File: config.mk
export PLATFORM = sky130hd
export DESIGN_NAME = loc_pair_dedup
export DESIGN_NICKNAME = d
export VERILOG_FILES = /design/src/rtl/loc_pair_dedup.sv
export SDC_FILE = /design/constraint.sdc
export NUM_CORES = 1
export LEC_CHECK = 0
export ABC_AREA = 1
export CAP_MARGIN = 40
export CORE_MARGIN = 3
export CORE_UTILIZATION = 60
export CTS_CLUSTER_SIZE = 25
export DETAILED_ROUTE_END_ITERATION = 8
export PLACE_DENSITY = 0.83
export SYNTH_ARGS = -nofsm -noshare
export SYNTH_HDL_FRONTEND = slang
export SYNTH_SLANG_ARGS = --single-unit
export TNS_END_PERCENT = 1
File: constraint.sdc
create_clock -name clk -period 10.37 [get_ports clk]
set_clock_uncertainty 0.1 [all_clocks]
set_input_delay 2.074 -clock clk [delete_from_list [all_inputs] [get_ports clk]]
set_output_delay 2.074 -clock clk [all_outputs]
set_load 0.1 [all_outputs]
File: src/rtl/loc_pair_dedup.sv
`default_nettype none
// ============================================================================
// Module      : loc_pair_dedup
// Description : Assembles 32-bit location half-words (low, then high) into
//               64-bit records, drops back-to-back duplicate records, and
//               buffers the result in a first-word-fall-through FIFO. The
//               all-ones record marks end of stream and is flagged on out_last.
// Revision    : 1.0 - initial release
// ============================================================================
module loc_pair_dedup #(
    parameter int DEPTH = 8,
    parameter int CNT_W = 16
) (
    input  logic              clk,
    input  logic              rst,
    input  logic [31:0]       in,
    input  logic              in_valid,
    output logic              in_ready,
    output logic [63:0]       out,
    output logic              out_valid,
    input  logic              out_ready,
    output logic              out_last,
    output logic [CNT_W-1:0]  rec_cnt,
    output logic [CNT_W-1:0]  dup_cnt
);

    localparam int          AW        = $clog2(DEPTH);
    localparam logic [1:0]  S_LO      = 2'd0;
    localparam logic [1:0]  S_HI      = 2'd1;
    localparam logic [1:0]  S_DONE    = 2'd2;
    localparam logic [63:0] C_MARKER  = {64{1'b1}};
    localparam logic [AW:0] C_FULL    = (AW+1)'(DEPTH);
    localparam logic [AW:0] C_OCC_ONE = (AW+1)'(1);
    localparam logic [AW-1:0] C_PTR_ONE = AW'(1);
    localparam logic [CNT_W-1:0] C_CNT_ONE = CNT_W'(1);
    localparam logic [CNT_W-1:0] C_CNT_MAX = {CNT_W{1'b1}};

    logic [1:0]     r_state;
    logic [1:0]     w_state_nxt;
    logic [31:0]    r_low;
    logic [63:0]    r_last;
    logic           r_last_vld;
    logic           r_alive;
    logic [AW-1:0]  r_wptr;
    logic [AW-1:0]  r_rptr;
    logic [AW:0]    r_occ;
    logic [64:0]    r_mem [DEPTH];
    logic [CNT_W-1:0] r_rec;
    logic [CNT_W-1:0] r_dup;

    logic [64:0]    w_head;
    logic           w_empty;
    logic           w_full;
    logic           w_pop;
    logic           w_fire;
    logic           w_hi_fire;
    logic [63:0]    w_rec;
    logic           w_is_marker;
    logic           w_is_dup;
    logic           w_push;
    logic           w_drop;

    // FIFO head drives the output directly; zeroed whenever nothing is held
    assign w_head    = r_mem[r_rptr];
    assign w_empty   = (r_occ == '0);
    assign w_full    = (r_occ == C_FULL);
    assign out_valid = !w_empty;
    assign out       = out_valid ? w_head[63:0] : 64'd0;
    assign out_last  = out_valid & w_head[64];
    assign w_pop     = out_valid & out_ready;

    assign w_fire      = in_valid & in_ready;
    assign w_hi_fire   = w_fire & (r_state == S_HI);
    assign w_rec       = {in, r_low};
    assign w_is_marker = (w_rec == C_MARKER);
    assign w_is_dup    = r_last_vld & (w_rec == r_last);
    assign w_push      = w_hi_fire & (w_is_marker | !w_is_dup);
    assign w_drop      = w_hi_fire & !w_is_marker & w_is_dup;

    assign rec_cnt = r_rec;
    assign dup_cnt = r_dup;

    // State register
    always_ff @(posedge clk or negedge rst) begin
        if (!rst) r_state <= S_LO;
        else      r_state <= w_state_nxt;
    end

    // Next-state: DONE holds until the end marker itself leaves the FIFO
    always_comb begin
        w_state_nxt = r_state;
        case (r_state)
            S_LO:    if (w_fire) w_state_nxt = S_HI;
            S_HI:    if (w_fire) w_state_nxt = w_is_marker ? S_DONE : S_LO;
            S_DONE:  if (w_pop && w_head[64]) w_state_nxt = S_LO;
            default: w_state_nxt = S_LO;
        endcase
    end

    // Ready: a full FIFO still accepts the high half if the head pops this cycle
    always_comb begin
        in_ready = 1'b0;
        case (r_state)
            S_LO:    in_ready = r_alive;
            S_HI:    in_ready = !w_full | w_pop;
            default: in_ready = 1'b0;
        endcase
    end

    // Low-half latch, last-record tracking and post-reset ready enable
    always_ff @(posedge clk or negedge rst) begin
        if (!rst) begin
            r_low      <= '0;
            r_last     <= '0;
            r_last_vld <= 1'b0;
            r_alive    <= 1'b0;
        end else begin
            r_alive <= 1'b1;
            if (w_fire && r_state == S_LO) r_low <= in;
            if (w_hi_fire) begin
                if (w_is_marker) begin
                    r_last_vld <= 1'b0;
                end else if (w_push) begin
                    r_last     <= w_rec;
                    r_last_vld <= 1'b1;
                end
            end
        end
    end

    // FIFO pointers and occupancy; push+pop together leaves occupancy alone
    always_ff @(posedge clk or negedge rst) begin
        if (!rst) begin
            r_wptr <= '0;
            r_rptr <= '0;
            r_occ  <= '0;
        end else begin
            if (w_push) r_wptr <= r_wptr + C_PTR_ONE;
            if (w_pop)  r_rptr <= r_rptr + C_PTR_ONE;
            case ({w_push, w_pop})
                2'b10:   r_occ <= r_occ + C_OCC_ONE;
                2'b01:   r_occ <= r_occ - C_OCC_ONE;
                default: r_occ <= r_occ;
            endcase
        end
    end

    // FIFO storage: record plus last flag; contents are masked while empty
    always_ff @(posedge clk) begin
        if (w_push) r_mem[r_wptr] <= {w_is_marker, w_rec};
    end

    // Saturating statistics; the end marker is not counted as a record
    always_ff @(posedge clk or negedge rst) begin
        if (!rst) begin
            r_rec <= '0;
            r_dup <= '0;
        end else begin
            if (w_push && !w_is_marker && r_rec != C_CNT_MAX) r_rec <= r_rec + C_CNT_ONE;
            if (w_drop && r_dup != C_CNT_MAX)                 r_dup <= r_dup + C_CNT_ONE;
        end
    end

endmodule
`default_nettype wire

# == After elaboration in Yosys (flattened, before gate mapping) ==
# Memory sizes are Yosys's and may differ from the RTL's.
# Index checks and enable logic that the tools add are counted.
# word_totals
n_memories,1
ff_bits,142
ramBits,520
output_inout_bits,99
word_cells,68
inputBits,36
# mem_list
memory,depth,word_bits,rd,rd_ports_with_merged_regs,wr,line,rtl
r_mem,8,65,1,0,1,47,logic [64:0] r_mem [DEPTH];
# classes
n_eq_ne,12
bitwise,11
n_addsub,6
reduce_logical,16
muxes,12
# ops
cell,n
$eq A64 B64 Y1,1
$eq A64 B64 Y1 const B,1
$mux W64,1
$add A16 B1 Y16 const B,2
$ne A16 B16 Y1 const B,2
$and A1 B1 Y1,8
$mux W2,4
$pmux W4 S2,1
$add A3 B1 Y3 const B,2
$ne A2 B2 Y1 const B,3
$pmux W2 S3,1
$reduce_and A3 Y1,2
$logic_and A1 B1 Y1,5
$add A4 B1 Y4 const B,1
$eq A2 B1 Y1 const B,2
$eq A2 B2 Y1 const B,2
$eq A4 B4 Y1 const B,1
$logic_not A1 Y1,4
$logic_not A4 Y1,1
$mux W1,4
$reduce_bool A2 Y1,2
$sub A4 B1 Y4 const B,1
$logic_not A2 Y1,1
$or A1 B1 Y1,2
3 further kinds,3

# == Depth between registers and ports, before layout ==
# logic_depth
word_depth,10
mapped_depth,19
mapped_depth_nobuf,19

# == Least setup slack after synthesis ==
# Ideal clock, no wire load.
# synth_path
path_type,input to register
from,in out_ready
to,mem r_mem[0][0] (enable)
arrival_ns,6.279
t_required_ns,9.781
setup_slack_ns,3.502
cell_stages,8
path_cell_list,inv_1 -> nand4_1 -> nand2_1 -> nand2_1 -> nand3_1 -> inv_1 -> nand2_1 -> nor2_1
# synth_between
elab_chain_len,8
# synth_lines
item,line,rtl
"start, declared",21,"input logic out_ready,"
$and A1 B1 Y1,70,assign w_pop = out_valid & out_ready;
$or A1 B1 Y1,105,S_HI: in_ready = !w_full | w_pop;
$pmux W1 S2,103,case (r_state)
via in_ready,18,"output logic in_ready,"
$and A1 B1 Y1,72,assign w_fire = in_valid & in_ready;
$and A1 B1 Y1,73,assign w_hi_fire = w_fire & (r_state == S_HI);
$and A1 B1 Y1,77,assign w_push = w_hi_fire & (w_is_marker | !w_is_dup);
$mux W1,150,"if (w_push) r_mem[r_wptr] <= {w_is_marker, w_rec};"
$mux W1 (not written as such),150,
"end, declared",47,
# The timed path passes the listed nets, and every way through them passes these cells.

# == Final worst setup path ==
# layout_path
from,reg r_rptr[1]
to,out out[30]
# layout_between
elab_chain_len,2
# layout_lines
item,line,rtl
"start, declared",45,logic [AW-1:0] r_rptr;
"start signal, assigned",139,if (w_pop) r_rptr <= r_rptr + C_PTR_ONE;
$mem_v2 Z8 W65,n/a,
$mux W64,68,assign out = out_valid ? w_head[63:0] : 64'd0;
"end, declared",19,"output logic [63:0] out,"
# Every way passes these cells.

==> impl_metrics.ini <==
[synthesis]
yosys.area_share.xor_xnor_pct = 1.08
yosys-top-cells-area = edfxtp_1 54%, dfrtp_1 12%, nand2_1 7.2%
synthArstFlopShare_pct = 21.5
yosys_most_used_dff = edfxtp_1
yosys_warnings = 0
synthMuxAreaShare_pct = 0
synthCells = 2851
synth_nets = 2895
syn_area_per_cell_sq_um = 10.2
yosys.area.top_type = edfxtp_1
ys_types = 39
ys_seq_area_share_pct = 65.9
syn_area_sq_um = 29100
synth-simple-area-share_pct = 16.9
ys_ff_latch = 662
yosysTopAreaCellShare_pct = 53.7
synth_fa_ha_area_share_pct = 0.370
synth_top_family_by_area = simple AND/OR/NAND/NOR gates
synth-edff-count = 520
synth_compound_area_share_pct = 10.8

[power_and_ir_drop]
combPwrFrac_pct = 50.0
p_int_w = 0.00682
switching_share_pct = 45.8
clkPwrFrac_pct = 19.7
ir_drop_mv = 0.441
p_leak_nw = 13.5
switchingPower_w = 0.00576
cellPowerDensity_nw_per_um2 = 360
seq_power_share_pct = 30.4

[job]
max_cap_viol_count = 0

[floorplan]
rows = 80
ioPinCount = 135
die-area_sq_um = 51200
die_w_um = 226
start_util_pct = 60.8
die_h_um = 226
core_area_sq_um = 47800

[global_routing]
first_global_vias = 22087
overflow = 0
antenna_found_initial = 0
grt_use_total_pct = 31.3
grt_max_degree = 229
grt_pass1_wl_um = 124000

[timing]
worstMarginPinSlew_ns = 1.35
slew_viol_final = 0
slew_headroom_pct = 10.1
min_period_ns = 6.62
whs_ns = 0.406
setup_viol = 0
rsz0062_at_grt = no
finalHoldViolations = 0
fin_crit_sh_pct = 63.8
max_freq_mhz = 151
setup_tns_ns = 0

[worst_setup_path]
worstSetupEndpointType = primary output
crit_fanout = 70
crit_type = reg2out
arrival_ns = 4.45
critical_path_required_ns = 8.20
cp-start-kind = flop

[route]
drc = 0
top_layer_used = met4
antenna_left = 0
vias = 22333
drt-total-wl_um = 79400
dr_wl_met3_um = 7070
dr_wl_met2_um = 39400
first_pass_iters = 6
met1_length_um = 30500
vias_per_cell = 6.01
drtIter0Drc = 2849
wl_per_cell_um = 21.4

[clock_tree]
cts.repair.resized = 0
path_clk_slew_ns = 0.06
cts_tree = yes
insertion_delay_ns = 0.60
cts_sinks = 662
cts_buffers = 66
ctsHoldBuffers = 0
postCtsSetupBuffers = 0
cts_root_buf = clkbuf_16
clk_path_buf_depth = 3
htree_num_levels = 3

[place]
dp_hpwl_um = 47600
place_congestion = 0.972
io_buffer_count = 134
place_area_sq_um = 32700
dp.cells = 3595

[layout]
fin_nets = 3092
fin_area_sq_um = 34900
area_growth_pct = 20.0
fin_util_pct = 73.0
fin_cells = 3714
drive_above_1_share_pct = 10.5
diodes = 0

[hold_path]
min_path_type = reg2reg

[run_status]
outcome = completed
## through the flow
step           power, W  setup slack, ns
2_1_floorplan   0.00770             3.50
4_1_cts          0.0126             3.78
6_report         0.0126             3.75
3_5_place_dp     0.0101             3.95
5_1_grt          0.0131             3.63
3_3_place_gp    0.00895             3.85
## power by group through the flow
stage          combinational [W]  sequential, W  clock (W)
2_1_floorplan            0.00404        0.00366          0
3_5_place_dp             0.00621        0.00384          0
4_1_cts                  0.00627        0.00379    0.00250
5_1_grt                  0.00668        0.00385    0.00260
3_3_place_gp             0.00514        0.00381          0
6_report                 0.00629        0.00382    0.00247
## routing by layer
| metal | GRT usage [%] | vias to the layer above |
|---|---|---|
| met5 | 0 | - |
| met4 | 11.4 | 0 |
| met3 | 4.59 | 185 |
| met2 | 52.2 | 1269 |
| met1 | 42.3 | 10744 |
| li1 | - | 10135 |
## area by class of cell
| class | count | area (sq um) |
|---|---|---|
| clock buffers | 84 | 1810 |
| inverters | 216 | 821 |
| repair buffers | 266 | 3370 |
| clock inverters | 35 | 418 |
| well taps | 615 | 769 |
| fillers | 3084 | 12900 |
| flip-flops and latches | 662 | 19200 |
| multi-input cells | 1836 | 8540 |
## cells in the final DEF (no fill, tap or decap), drive strengths merged
cell type      count
nand2            557
nor2             537
edfxtp           520
o21ai            424
inv              217
dfrtp            142
clkdlybuf4s50    133
buf              133
clkbuf            84
o22ai             65
a31oi             64
nand4             59
nand3             51
nor3              23
xor2              22
clkinv            22
xnor2             13
bufinv             9
ha                 7
a21oi              4
clkinvlp           3
nor4               2
and2               1
o221ai             1
nand3b             1
o211ai             1
a21boi             1
a211oi             1
fa                 1
conb               1
## Yosys cell counts, drive strengths merged, types with 7 or more instances
cell,n
inv,216
edfxtp,520
nand3,51
a31oi,64
dfrtp,142
nand4,59
o22ai,65
nor2,537
clkbuf,103
ha,7
nor3,23
nand2,557
xor2,22
buf,34
xnor2,13
o21ai,424
## worst paths after layout
kind / start / endpoint / slack [ns] / depth (start not counted)
worst max-delay path: r_rptr[1] / out[30] / 3.75 / 8
worst min-delay path: r_last[9] / r_last[9] / 0.41 / 2
worst max register to register: r_low[18] / r_occ[3] / 6.03 / 19
worst min register to register: r_last[9] / r_last[9] / 0.41 / 2
max in group asynchronous: rst / r_last[35] / 7.35 / 2
min in group asynchronous: rst / dup_cnt[14] / 1.46 / 1
## worst max-delay path: stages (launching register included)
cell	delay (ns)
dfrtp_4	0.70
inv_4	0.64
buf_4	0.76
o21ai_0	0.28
o22ai_1	0.20
o21ai_0	0.11
a31oi_1	0.33
clkdlybuf4s50_1	0.59
buf_8	0.21
## registers in the layout, summed over array words and instances (netlist names)
register,flops
dup_cnt,16
r_alive,1
r_last,64
r_last_vld,1
r_low,32
r_mem,520
r_occ,4
r_rptr,3
r_state,2
r_wptr,3
rec_cnt,16
## cells by family (layout without fill, tap and decap cells)
family          count (synthesis)  after routing
buf+inv                       353            601
fa+ha+maj                       8              8
compound gates                561            561
simple gates                 1231           1231
other cells                     1              1
flops                         662            662
xor+xnor                       35             35
Power figures use the tool's default switching activity.
==> edit 1, RTL diff (same settings) <==
Put one more register stage on the output `rec_cnt`, without a reset. The value now appears one clock later. The other outputs are not delayed to match.
--- a/src/rtl/loc_pair_dedup.sv
+++ b/src/rtl/loc_pair_dedup.sv
@@ -79,3 +79,5 @@
 
-    assign rec_cnt = r_rec;
+    always_ff @(posedge clk) begin
+        rec_cnt <= r_rec;
+    end
     assign dup_cnt = r_dup;
Function: changed (Yosys sat finds a counterexample within 4 cycles, from zero or initial values and one cycle with rst low).
==> edit 1 against the unedited design <==
  * Combinational power down 0.8%
  * Setup slack worse by 0.39 ns
  * Area after synthesis up 0.22%
  * Sequential cell count up 16
  * Highest routed layer unchanged
  * Count of clock-buffer cells in the layout up 9
  * Critical endpoint is now out[32]
  * Final area up 0.41%
  * Routed wire length up 1.0%
  * Total power down 0.32%
==> edit 1: results (changes against the unedited design) <==
Status = finished clean
Slew @ Worst Pin = 1.00 ns (-0.343 ns)
Static Leak = 13.3 nW (-1.6%)
Post-CTS resize count = 0 (unchanged)
Synth Flop Type = edfxtp_1
First-pass GRT wire length = 123000 µm (-0.34%)
Antenna violations before repair = 0 (unchanged)
RePlAce Congestion = 0.988 (+1.7%)
Critical path's largest stage delay = 0.78 ns (+0.02 ns)
Port Buf Inserts = 134 (unchanged)
Critical path arrival = 4.84 ns (+0.39 ns)
Fin nets = 3023 (-2.2%)
Peak supply drop = 0.000291 V (-34%)
Drt initial violations = 2906 (+2.0%)
Most common library cells after synthesis = nor2_1, nand2_1, edfxtp_1
Max FO, Critical Path = 105 (+50%)
Share of post-route cells with drive strength above 1 = 11.2% (+0.72 points)
Synth unique cells = 46 (+18%)
N_diodes = 0 (unchanged)
DR WL/cell = 22.0 µm (+2.8%)
CTS root buf = clkbuf_16
CTS Buf Count = 68 (+3.0%)
H-tree Lvls = 3 (unchanged)
First-pass detailed-route iteration total = 6 (unchanged)
Vias in the first global route = 22000 (-0.19%)
Asr flop ratio synth = 20.9% (-0.51 points)
Yosys warnings = 0 (unchanged)
Total global-route track usage = 31.4% (+0.17 points)
Sequential fraction of the synthesis area = 66.9% (+0.95 points)
Post-synth top area cell = edfxtp_1
Vias per cell = 6.08 (+1.2%)
Postcts setup bufs = 0 (unchanged)
Crit-path leading delay family = buffers and inverters
Syn_nets = 2819 (-2.6%)
HPWL after DPL = 48800 µm (+2.6%)
Maximum clock path buffer count = 3 (unchanged)
CP max-delay cell = buf_4
Largest net degree at the start of global routing = 106 (-54%)
Synth top area cells = edfxtp_1, dfrtp_1, nor2_1, nand2_1, o21ai_0
EDFF count, synth = 520 (unchanged)
==> edit 1: cell count changes after synthesis, moves of 16 or more <==
cell | before | now
nand4_1 | 58 | 30
inv_1 | 187 | 163
nand2_1 | 556 | 533
o21ai_1 | 20 | 0
inv_2 | 29 | 12
dfxtp_1 | 0 | 16
==> edit 1: worst paths after layout <==
path / from / end / slack (ns) / cells after the start
min in group asynchronous: rst / dup_cnt[8] / 1.29 / 1
max in group asynchronous: rst / r_last[32] / 7.55 / 3
min: r_rec[7] / rec_cnt[7] / 0.34 / 0
max reg2reg: r_low[27] / r_last[55] / 6.41 / 11
min reg2reg: r_rec[7] / rec_cnt[7] / 0.34 / 0
max: r_rptr[0] / out[32] / 3.36 / 9
==> edit 1: power by group <==
part,internal [mW],switching (mW),leakage (nW)
logic,2.04,4.19,5.47
clock network,1.45,1.04,1.11
registers,3.38,0.437,6.71
==> edit 1: area by class of cell <==
type	count	area, µm²
repair buffers	266	3430
fillers	2926	12800
flip-flops and latches	678	19500
clock buffers	93	1980
clock inverters	31	294
well taps	615	769
inverters	176	671
multi-input cells	1789	8410
==> edit 1: cell families (layout without fill, tap and decap cells) <==
logic type / count (synthesis) / after routing / share of synthesized area [%]
adder cells (fa/ha/maj): 8 / 8 / 0.369
AND/OR/NAND/NOR: 1181 / 1181 / 16.2
other: 1 / 1 / 0.0129
XOR/XNOR: 35 / 35 / 1.05
AO/OA/AOI/OAI: 564 / 564 / 11.0
buffers and inverters: 308 / 566 / 4.52
flip-flops: 678 / 678 / 66.9
==> edit 1: stage by stage <==
step                cells  utilization, %  area [µm²]  worst slack (ns)  total power, mW
global route         3648            73.3       35100              3.15             13.0
CTS                  3648            73.3       35100              3.43             12.5
finish               3648            73.3       35100              3.36             12.5
global placement     3412            64.5       30800              3.87             8.79
floorplan            2775               -       29200              3.39             7.58
detailed placement   3524            68.5       32800              4.07             10.0
==> edit 1: metal layers <==
layer  global-route usage (%)  share of wire (%)  vias to the layer above
met5                        0                  0                        -
met4                     13.3                3.7                        0
met3                     4.67                9.5                      217
met2                     52.1                 49                     1344
met1                     42.1                 38                    10700
li1                         -                  -                     9904
==> edit 2, RTL diff (config.mk and constraints unchanged) <==
Without the edit above. `DEPTH`: 8 -> 4.
--- a/src/rtl/loc_pair_dedup.sv
+++ b/src/rtl/loc_pair_dedup.sv
@@ -10,3 +10,3 @@
 module loc_pair_dedup #(
-    parameter int DEPTH = 8,
+    parameter int DEPTH = 4,
     parameter int CNT_W = 16
Check against the original RTL: same outputs for any inputs over 4 cycles, from zero or initial values and one cycle with rst low; that may be too few to reach the edited logic, so the function may still have changed.
==> edit 2 against the unedited design <==
  * Setup slack better by 0.75 ns
  * Total power is 36% lower
  * Final area decreased by 36%
  * Sequential cell count is 263 lower
  * Sequential share of layout area is 4.2 points lower
  * Fmax is 13% higher
  * Routed wire length is 45% lower
  * Critical path type unchanged
  * Critical path depth fell by 1
  * Area after synthesis fell by 39%
==> edit 2: results (changes against the unedited design) <==
R2R Path Start = r_low[13]
Crit path launch = r_rptr[0]
Asr flop ratio synth = 34.8% (+13 points)
Net Sw Frac = 46.2% (+0.42 points)
Syn_nets = 1858 (-36%)
Internal power = 4.33 mW (-36%)
Critical path arrival = 3.70 ns (-0.75 ns)
Largest net degree at the start of global routing = 87 (-62%)
Sequential fraction of the synthesis area = 63.5% (-2.4 points)
Share of post-route cells with drive strength above 1 = 13.6% (+3.1 points)
Clock power frac = 17.4% (-2.3 points)
RePlAce Congestion = 0.920 (-5.3%)
Biggest regs = r_mem x260, r_last x64, r_low x32
WL met1 = 17100 µm (-44%)
Fin nets = 2070 (-33%)
Min-Delay Startpoint = r_last_vld
# placed instances = 2369 (-34%)
Hold Path Sink = r_last_vld
Synth top area cells = edfxtp_1, dfrtp_1, nand2_1, nor2_1, o21ai_0
EDFF count, synth = 260 (-50%)
Met3 WL = 3200 µm (-55%)
Vias per cell = 5.58 (-7.2%)
Most common library cells after synthesis = nand2_1, nor2_1, edfxtp_1
Met2 wire len = 22100 µm (-44%)
Critical path's largest stage delay = 0.70 ns (-0.06 ns)
Status = finished clean
Max FO, Critical Path = 56 (-20%)
DR WL/cell = 17.8 µm (-17%)
Peak supply drop = 0.000307 V (-30%)
Synth Instances = 1814 (-36%)
Flop pwr share = 29.5% (-0.9 points)
Met2 usage = 49.1% (-3.1 points)
Drt initial violations = 1354 (-52%)
edit 2: changes by cell type in the layout (fill, tap and decap cells not counted), sizes merged, moves of 10 or more:
cell	delta
edfxtp	-260
buf	-18
nor3	-11
a21oi	+63
a31oi	-64
nand3	-19
o21ai	-188
nand2	-143
clkinv	-10
nor2	-193
inv	-66
o22ai	-65
clkbuf	-31
nand4	-45
edit 2: metrics by stage:
stage	hold slack [ns]	setup slack [ns]	util (%)	instance area [µm²]
6_report	0.377	4.50	76.9	22200
5_1_grt	0.394	4.31	76.9	22200
4_1_cts	0.379	4.49	76.9	22200
3_5_place_dp	0.364	4.54	72.5	21000
3_3_place_gp	0.352	4.21	66.8	19300
2_1_floorplan	0.336	3.46	-	17800
edit 2: cell families (layout without fill, tap and decap cells):
kind of cell | count (synthesis) | in the layout | share of synthesized area (%)
compound gates | 307 | 307 | 9.77
xor+xnor | 38 | 38 | 1.87
fa+ha+maj | 8 | 8 | 0.605
buf+inv | 228 | 470 | 5.47
flops | 399 | 399 | 63.5
other cells | 1 | 1 | 0.0211
simple gates | 833 | 833 | 18.8
edit 2: area by class of cell:
type	count	area, µm²
Clock inverter	18	173
Timing Repair Buffer	248	3060
Multi-Input combinational cell	1187	5560
Clock buffer	53	1100
Inverter	151	567
Sequential cell	399	11300
Fill cell	1694	6700
Tap cell	384	480
edit 2: tightest hold or removal path, stage by stage, from the launching register on:
cell	delay [ns]
dfrtp_1	0.34
nand2_1	0.05
nand2_1	0.05
edit 2: worst max path at each step:
stage                   endpoint  cells after the start  slack (ns)
floorplan            r_mem[0][0]                     10        3.46
global placement        in_ready                      6        4.21
detailed placement  r_mem[1][36]                     12        4.54
CTS                      out[31]                      7        4.49
global route             out[31]                      7        4.31
finish                   out[31]                      7        4.50
